<file path="config.mk">
export PLATFORM = sky130hd
export DESIGN_NAME = dice_roller_flat
export DESIGN_NICKNAME = d
export VERILOG_FILES = /design/src/rtl/dice_roller_if.sv /design/src/rtl/dice_roller.sv /design/src/flat_wrapper.sv
export SDC_FILE = /design/constraint.sdc
export NUM_CORES = 1
export LEC_CHECK = 0
export ABC_AREA = 1
export CAP_MARGIN = 0
export CORE_MARGIN = 2
export CORE_UTILIZATION = 30
export CTS_BUF_LIST = sky130_fd_sc_hd__clkbuf_16
export DETAILED_ROUTE_END_ITERATION = 7
export SKIP_LAST_GASP = 1
export SYNTH_ARGS = -nofsm -noshare
export SYNTH_HDL_FRONTEND = slang
export SYNTH_SLANG_ARGS = --single-unit
</file>
<file path="constraint.sdc">
create_clock -name clk -period 3.9 [get_ports clk]
set_input_delay 0.39 -clock clk [delete_from_list [all_inputs] [get_ports clk]]
set_output_delay 0.39 -clock clk [all_outputs]
set_load 0.03 [all_outputs]
</file>
<file path="src/rtl/dice_roller_if.sv">
// Handshake bundle between the LFSR stage, the dice roller and the pin mapping.
interface dice_roller_if #(
   parameter int LFSR_W = 16,
   parameter int SUM_W  = 9
);
   logic [LFSR_W-1:0] lfsr_bits;
   logic [2:0]        die_sel;
   logic [1:0]        n_dice;
   logic              roll;
   logic              busy;
   logic              result_valid;
   logic [SUM_W-1:0]  result;
   logic [6:0]        last_face;

   modport master (
      output lfsr_bits,
      output die_sel,
      output n_dice,
      output roll,
      input  busy,
      input  result_valid,
      input  result,
      input  last_face
   );

   modport slave (
      input  lfsr_bits,
      input  die_sel,
      input  n_dice,
      input  roll,
      output busy,
      output result_valid,
      output result,
      output last_face
   );
endinterface

</file>
<file path="src/rtl/dice_roller.sv">
// Unbiased N-dice roller: mask-and-reject sampling of the LFSR word,
// with a bounded-retry fallback mapping so every die finishes.
module dice_roller #(
   parameter int LFSR_W    = 16,
   parameter int SUM_W     = 9,
   parameter int RETRY_MAX = 8
) (
   input  logic           clk,
   input  logic           rst_n,
   dice_roller_if.slave   bus
);

   localparam int RW = (RETRY_MAX > 1) ? $clog2(RETRY_MAX) : 1;

   typedef enum logic [1:0] {
      IDLE = 2'd0,
      DRAW = 2'd1,
      DONE = 2'd2
   } state_t;

   state_t           r_state;
   logic [2:0]       r_sel;
   logic [1:0]       r_nd;
   logic [1:0]       r_cnt;
   logic [RW-1:0]    r_retry;
   logic [SUM_W-1:0] r_sum;
   logic [SUM_W-1:0] r_result;
   logic [6:0]       r_face;
   logic             r_busy;
   logic             r_valid;

   logic [6:0]       w_n;
   logic [6:0]       w_mask;
   logic [6:0]       w_cand;
   logic             w_ok;
   logic             w_force;
   logic [6:0]       w_face;
   logic [SUM_W-1:0] w_sum_nx;
   logic             w_unused;

   // Mask is the smallest all-ones value >= N-1, so mask < 2N always.
   always_comb begin
      w_n    = 7'd4;
      w_mask = 7'd3;
      unique case (r_sel)
         3'd0: begin w_n = 7'd4;   w_mask = 7'd3;   end
         3'd1: begin w_n = 7'd6;   w_mask = 7'd7;   end
         3'd2: begin w_n = 7'd8;   w_mask = 7'd7;   end
         3'd3: begin w_n = 7'd10;  w_mask = 7'd15;  end
         3'd4: begin w_n = 7'd12;  w_mask = 7'd15;  end
         3'd5: begin w_n = 7'd20;  w_mask = 7'd31;  end
         3'd6: begin w_n = 7'd100; w_mask = 7'd127; end
         3'd7: begin w_n = 7'd2;   w_mask = 7'd1;   end
         default: begin w_n = 7'd4; w_mask = 7'd3; end
      endcase
   end

   assign w_cand   = bus.lfsr_bits[6:0] & w_mask;
   assign w_ok     = (w_cand < w_n);
   assign w_force  = (r_retry == RW'(RETRY_MAX - 1));
   assign w_face   = w_ok ? (w_cand + 7'd1)
                          : (w_cand - w_n + 7'd1);
   assign w_sum_nx = r_sum + SUM_W'(w_face);
   assign w_unused = ^bus.lfsr_bits;

   always_ff @(posedge clk or negedge rst_n) begin
      if (!rst_n) begin
         r_state  <= IDLE;
         r_sel    <= 3'd0;
         r_nd     <= 2'd0;
         r_cnt    <= 2'd0;
         r_retry  <= '0;
         r_sum    <= '0;
         r_result <= '0;
         r_face   <= 7'd0;
         r_busy   <= 1'b0;
         r_valid  <= 1'b0;
      end else begin
         r_valid <= 1'b0;
         unique case (r_state)
            IDLE: begin
               if (bus.roll) begin
                  r_sel   <= bus.die_sel;
                  r_nd    <= bus.n_dice;
                  r_sum   <= '0;
                  r_cnt   <= 2'd0;
                  r_retry <= '0;
                  r_busy  <= 1'b1;
                  r_state <= DRAW;
               end
            end
            DRAW: begin
               if (w_ok || w_force) begin
                  r_sum   <= w_sum_nx;
                  r_face  <= w_face;
                  r_retry <= '0;
                  r_cnt   <= r_cnt + 2'd1;
                  if (r_cnt == r_nd) begin
                     r_result <= w_sum_nx;
                     r_valid  <= 1'b1;
                     r_state  <= DONE;
                  end
               end else begin
                  r_retry <= r_retry + 1'b1;
               end
            end
            DONE: begin
               r_busy  <= 1'b0;
               r_state <= IDLE;
            end
            default: begin
               r_busy  <= 1'b0;
               r_state <= IDLE;
            end
         endcase
      end
   end

   assign bus.busy         = r_busy;
   assign bus.result_valid = r_valid;
   assign bus.result       = r_result;
   assign bus.last_face    = r_face;

endmodule

</file>
<file path="src/flat_wrapper.sv">
// flat-port wrapper written by rule: the top's interface ports become plain ports
module dice_roller_flat 
#(
   parameter int LFSR_W    = 16,
   parameter int SUM_W     = 9,
   parameter int RETRY_MAX = 8
)
  (clk, rst_n, bus_lfsr_bits, bus_die_sel, bus_n_dice, bus_roll, bus_busy, bus_result_valid, bus_result, bus_last_face);
  dice_roller_if #(.LFSR_W(LFSR_W), .SUM_W(SUM_W)) bus_i ();
  input  logic clk;
  input  logic rst_n;
  input wire logic [$bits(bus_i.lfsr_bits)-1:0] bus_lfsr_bits;
  input wire logic [$bits(bus_i.die_sel)-1:0] bus_die_sel;
  input wire logic [$bits(bus_i.n_dice)-1:0] bus_n_dice;
  input wire logic [$bits(bus_i.roll)-1:0] bus_roll;
  output wire logic [$bits(bus_i.busy)-1:0] bus_busy;
  output wire logic [$bits(bus_i.result_valid)-1:0] bus_result_valid;
  output wire logic [$bits(bus_i.result)-1:0] bus_result;
  output wire logic [$bits(bus_i.last_face)-1:0] bus_last_face;
  assign bus_i.lfsr_bits = bus_lfsr_bits;
  assign bus_i.die_sel = bus_die_sel;
  assign bus_i.n_dice = bus_n_dice;
  assign bus_i.roll = bus_roll;
  assign bus_busy = bus_i.busy;
  assign bus_result_valid = bus_i.result_valid;
  assign bus_result = bus_i.result;
  assign bus_last_face = bus_i.last_face;
  dice_roller #(.LFSR_W(LFSR_W), .SUM_W(SUM_W), .RETRY_MAX(RETRY_MAX)) u_core (.clk(clk), .rst_n(rst_n), .bus(bus_i));
endmodule
</file>
==> results.txt <==
The number of input and output port buffers inserted was 32. After legalization and detailed placement, the total HPWL measured 4200 um. In the layout the commonest cells are 100 x nand2_1, 49 x inv_1, 39 x nand3_1, 39 x dfrtp_1, 31 x clkdlybuf4s50_1.

The initial antenna violation count was 0. In this run the standard cell core region covers 8720 um^2. Between clock sinks in the finished design, the worst skew comes to 0.00565 ns. Post-CTS clock slew at the launch and capture registers of the worst setup and hold paths: 0.06 ns. The tools report the share of synthesized area occupied by flip-flops and latches as 36.0%. Once the floorplan was initialized, standard cells occupied 31.1% of the core. By area, the combinational part of the netlist is dominated by simple AND/OR/NAND/NOR gates.

For this block, the routed nets add up to 5470 um of wire. The finished layout holds 484 standard cells, fillers aside. The tools report the routability congestion estimate as 0.856. The number of rows in the core area came out at 34. The share of synthesized flip-flops with an asynchronous set or reset was 100%; the post-synthesis area per instance was 7.94 um^2. Area enclosed by the die boundary: 9810 um^2. The detailed-route wire length per cell works out to 11.3 um. The detailed router finished its first iteration with 102 violations. The fraction of final layout cells sized beyond drive strength 1 came out at 9.84%.

Element type at the critical path start: a flop. The share of the synthesized area in compound gates (AO/OA/AOI/OAI) is 8.22%, and the combined area of the multi-input logic cells is 1510 um^2. The tools report the clock net sink count as 39. For the final routed database, the setup TNS stands at 0 ns.

The tools report the count of nets after finishing as 428. After synthesis, the share of cell area in mux cells is 0.831%. The clock root buffer was clkbuf_16. The tools report the first-pass detailed-route iteration total as 4. The tools report the CTS H-tree depth as 2. After detailed routing, the number of vias per cell comes to 4.56. Setup repair after global routing left no endpoint under its margin. The post-synthesis sequential element count is 39. The run gives 2 as the maximum buffer depth of the clock tree.

TritonCTS built the clock tree. The logs give 42 for the I/O pin total and 5 for the number of clock buffers inserted by TritonCTS. The run finished with clean final reports.

The gate count after technology mapping was 341. The path class of the tightest hold or removal check is in2async. In this run, distinct cell masters in the synthesized netlist total 32. The clock period minus worst slack was 3.47 ns. The area overhead of the layout relative to synthesis came out at 20.6%. The logs give 0 for the final max-slew violation count and 37.5% for the utilization after layout.

For the relative slew slack, the log shows 41.2%. Kind of end point of the critical path: a flop. For the via count of the first global-routing pass, the log shows 2298. The number of diodes added for antenna fixing was 0; the total overflow reported by the global router was 0.

The number of cells after detailed placement is 476, and the setup-violating endpoint count in the final report is 0. For the pin with the worst max-slew slack, the measured transition is 0.883 ns. For the top achievable clock speed, the log shows 0.288 GHz. The run gives 0 as the count of yosys warnings during synthesis. Summing every instance area after synthesis gives 2710 um^2.

The synthesized netlist devotes 29.5% of its cell area to simple gates. The count of final hold-check violations was 0. The xor/xnor share of the synthesized area is 2.59%.

The library cell used most frequently in the layout, excluding fill and tap cells, is nand2_1. Across all layers, the routed design uses 2205 vias. The die outline height was 99.0 um; the post-synth net total was 394.

The required time of the worst setup path was 4.06 ns. The critical path is of the reg2reg type. Global-route usage over all layers: 12.4%. Across the whole layout, storage elements account for 976 um^2.

From left edge to right edge, the die measures 99.0 um. The run gives 40 as the pin count of the biggest net entering global routing. Of the available clock period, the critical path in the final layout requires 88.9%. Data arrives at the worst endpoint at 3.63 ns. The first global-routing pass estimated 10100 um of wire.

The area share of fa/ha/maj cells after synthesis was 14.2%; the number of enable flip-flop cells after synthesis was 0. In this run the worst path has a maximum fanout of 9. Fill cells in the final layout number 889. Insertion delay to the later sink of the worst-skew pair: 0.28 ns.

The flip-flop cell with the highest count after synthesis was dfrtp_1. Number of maximum-capacitance constraint violations: 0. In the routed design, unresolved DRC markers number 0. The count of nets left with antenna violations once routing finished came out at 0.
==> critical path: stages, from the launching register on <==
cell and delay, ns:
dfrtp_1 0.41, ha_1 0.22, inv_1 0.05, nand2_1 0.05
nand3_1 0.12, inv_1 0.11, ha_1 0.24, fa_1 0.36
inv_1 0.06, nand2_1 0.06, nand2_2 0.08, nand2_4 0.10
o21ai_1 0.24, inv_1 0.14, fa_1 0.46, inv_1 0.09
nand3_1 0.06, nand2_1 0.11, nand4_1 0.11, nand3_1 0.09
nand2_1 0.07, nand2_1 0.06, nand2_1 0.05
==> cells in the mapped netlist (all sizes together) (3+ instances only) <==
cell type	number	area, um^2
nand2	108	455
inv	50	188
nand3	41	215
dfrtp	39	976
ha	26	325
o21ai	24	150
nor2	14	62.6
a21oi	9	45.0
nand4	6	52.6
xnor2	6	52.6
buf	4	38.8
fa	3	60.1
==> cells by family after synthesis <==
logic type / Yosys count
XOR/XNOR: 8
AO/OA/AOI/OAI: 36
flip-flops: 39
adder cells (fa/ha/maj): 29
buffers and inverters: 55
multiplexers: 2
other: 1
AND/OR/NAND/NOR: 171
==> through the flow <==
stage | worst slack (ns) | hold slack (ns) | area [um^2]
2_1_floorplan | 0.706 | 0.0944 | 2710
3_3_place_gp | 0.333 | 0.468 | 3120
3_5_place_dp | 0.264 | 0.466 | 3120
4_1_cts | 0.361 | 0.287 | 3260
5_1_grt | 0.0157 | 0.323 | 3270
6_report | 0.434 | 0.231 | 3270
==> registers in the layout (all words and copies together) (netlist names) <==
name                     count
u_core.bus.busy              1
u_core.r_sel                 3
u_core.bus.result_valid      1
u_core.r_state               2
u_core.r_nd                  2
u_core.bus.last_face         7
u_core.r_retry               3
u_core.bus.result            9
u_core.r_sum                 9
u_core.r_cnt                 2
==> layout make-up <==
class | instances | area share (%)
tap | 108 | 4.14
timing repair buffer | 32 | 9.65
clock buffer | 5 | 3.83
sequential | 39 | 29.9
multi-input combinational | 247 | 46.3
clock inverter | 3 | 0.498
inverter | 50 | 5.74
==> routing by layer <==
layer  vias to the layer above  track usage, %  share of wire [%]
li1                       1157               -                  -
met1                      1011            16.2                 47
met2                        31            21.0                 48
met3                         6            2.48                3.6
met4                         0            3.16                1.1
met5                         -               0                  0
==> final timing paths <==
check / end / slack, ns / cells past startpoint / startpoint
worst max-delay path: u_core.r_sum[8] / 0.43 / 22 / u_core.r_sel[0]
worst min-delay path: u_core.bus.last_face[5] / 0.23 / 1 / rst_n
worst max register to register: u_core.r_sum[8] / 0.43 / 22 / u_core.r_sel[0]
worst min register to register: u_core.bus.result[7] / 0.47 / 2 / u_core.bus.result[7]
max in group asynchronous: u_core.bus.result[0] / 3.12 / 1 / rst_n
min in group clk: u_core.bus.result[7] / 0.47 / 2 / u_core.bus.result[7]
==> repair_timing <==
item	in CTS	in global routing
gates resized for setup	0	3
buffers inserted	0	0
hold buffers	0	0
setup endpoints to repair	0	6
Power is not shown: default switching activity piles up to over one toggle a cycle in this logic, so the estimate is an artifact.
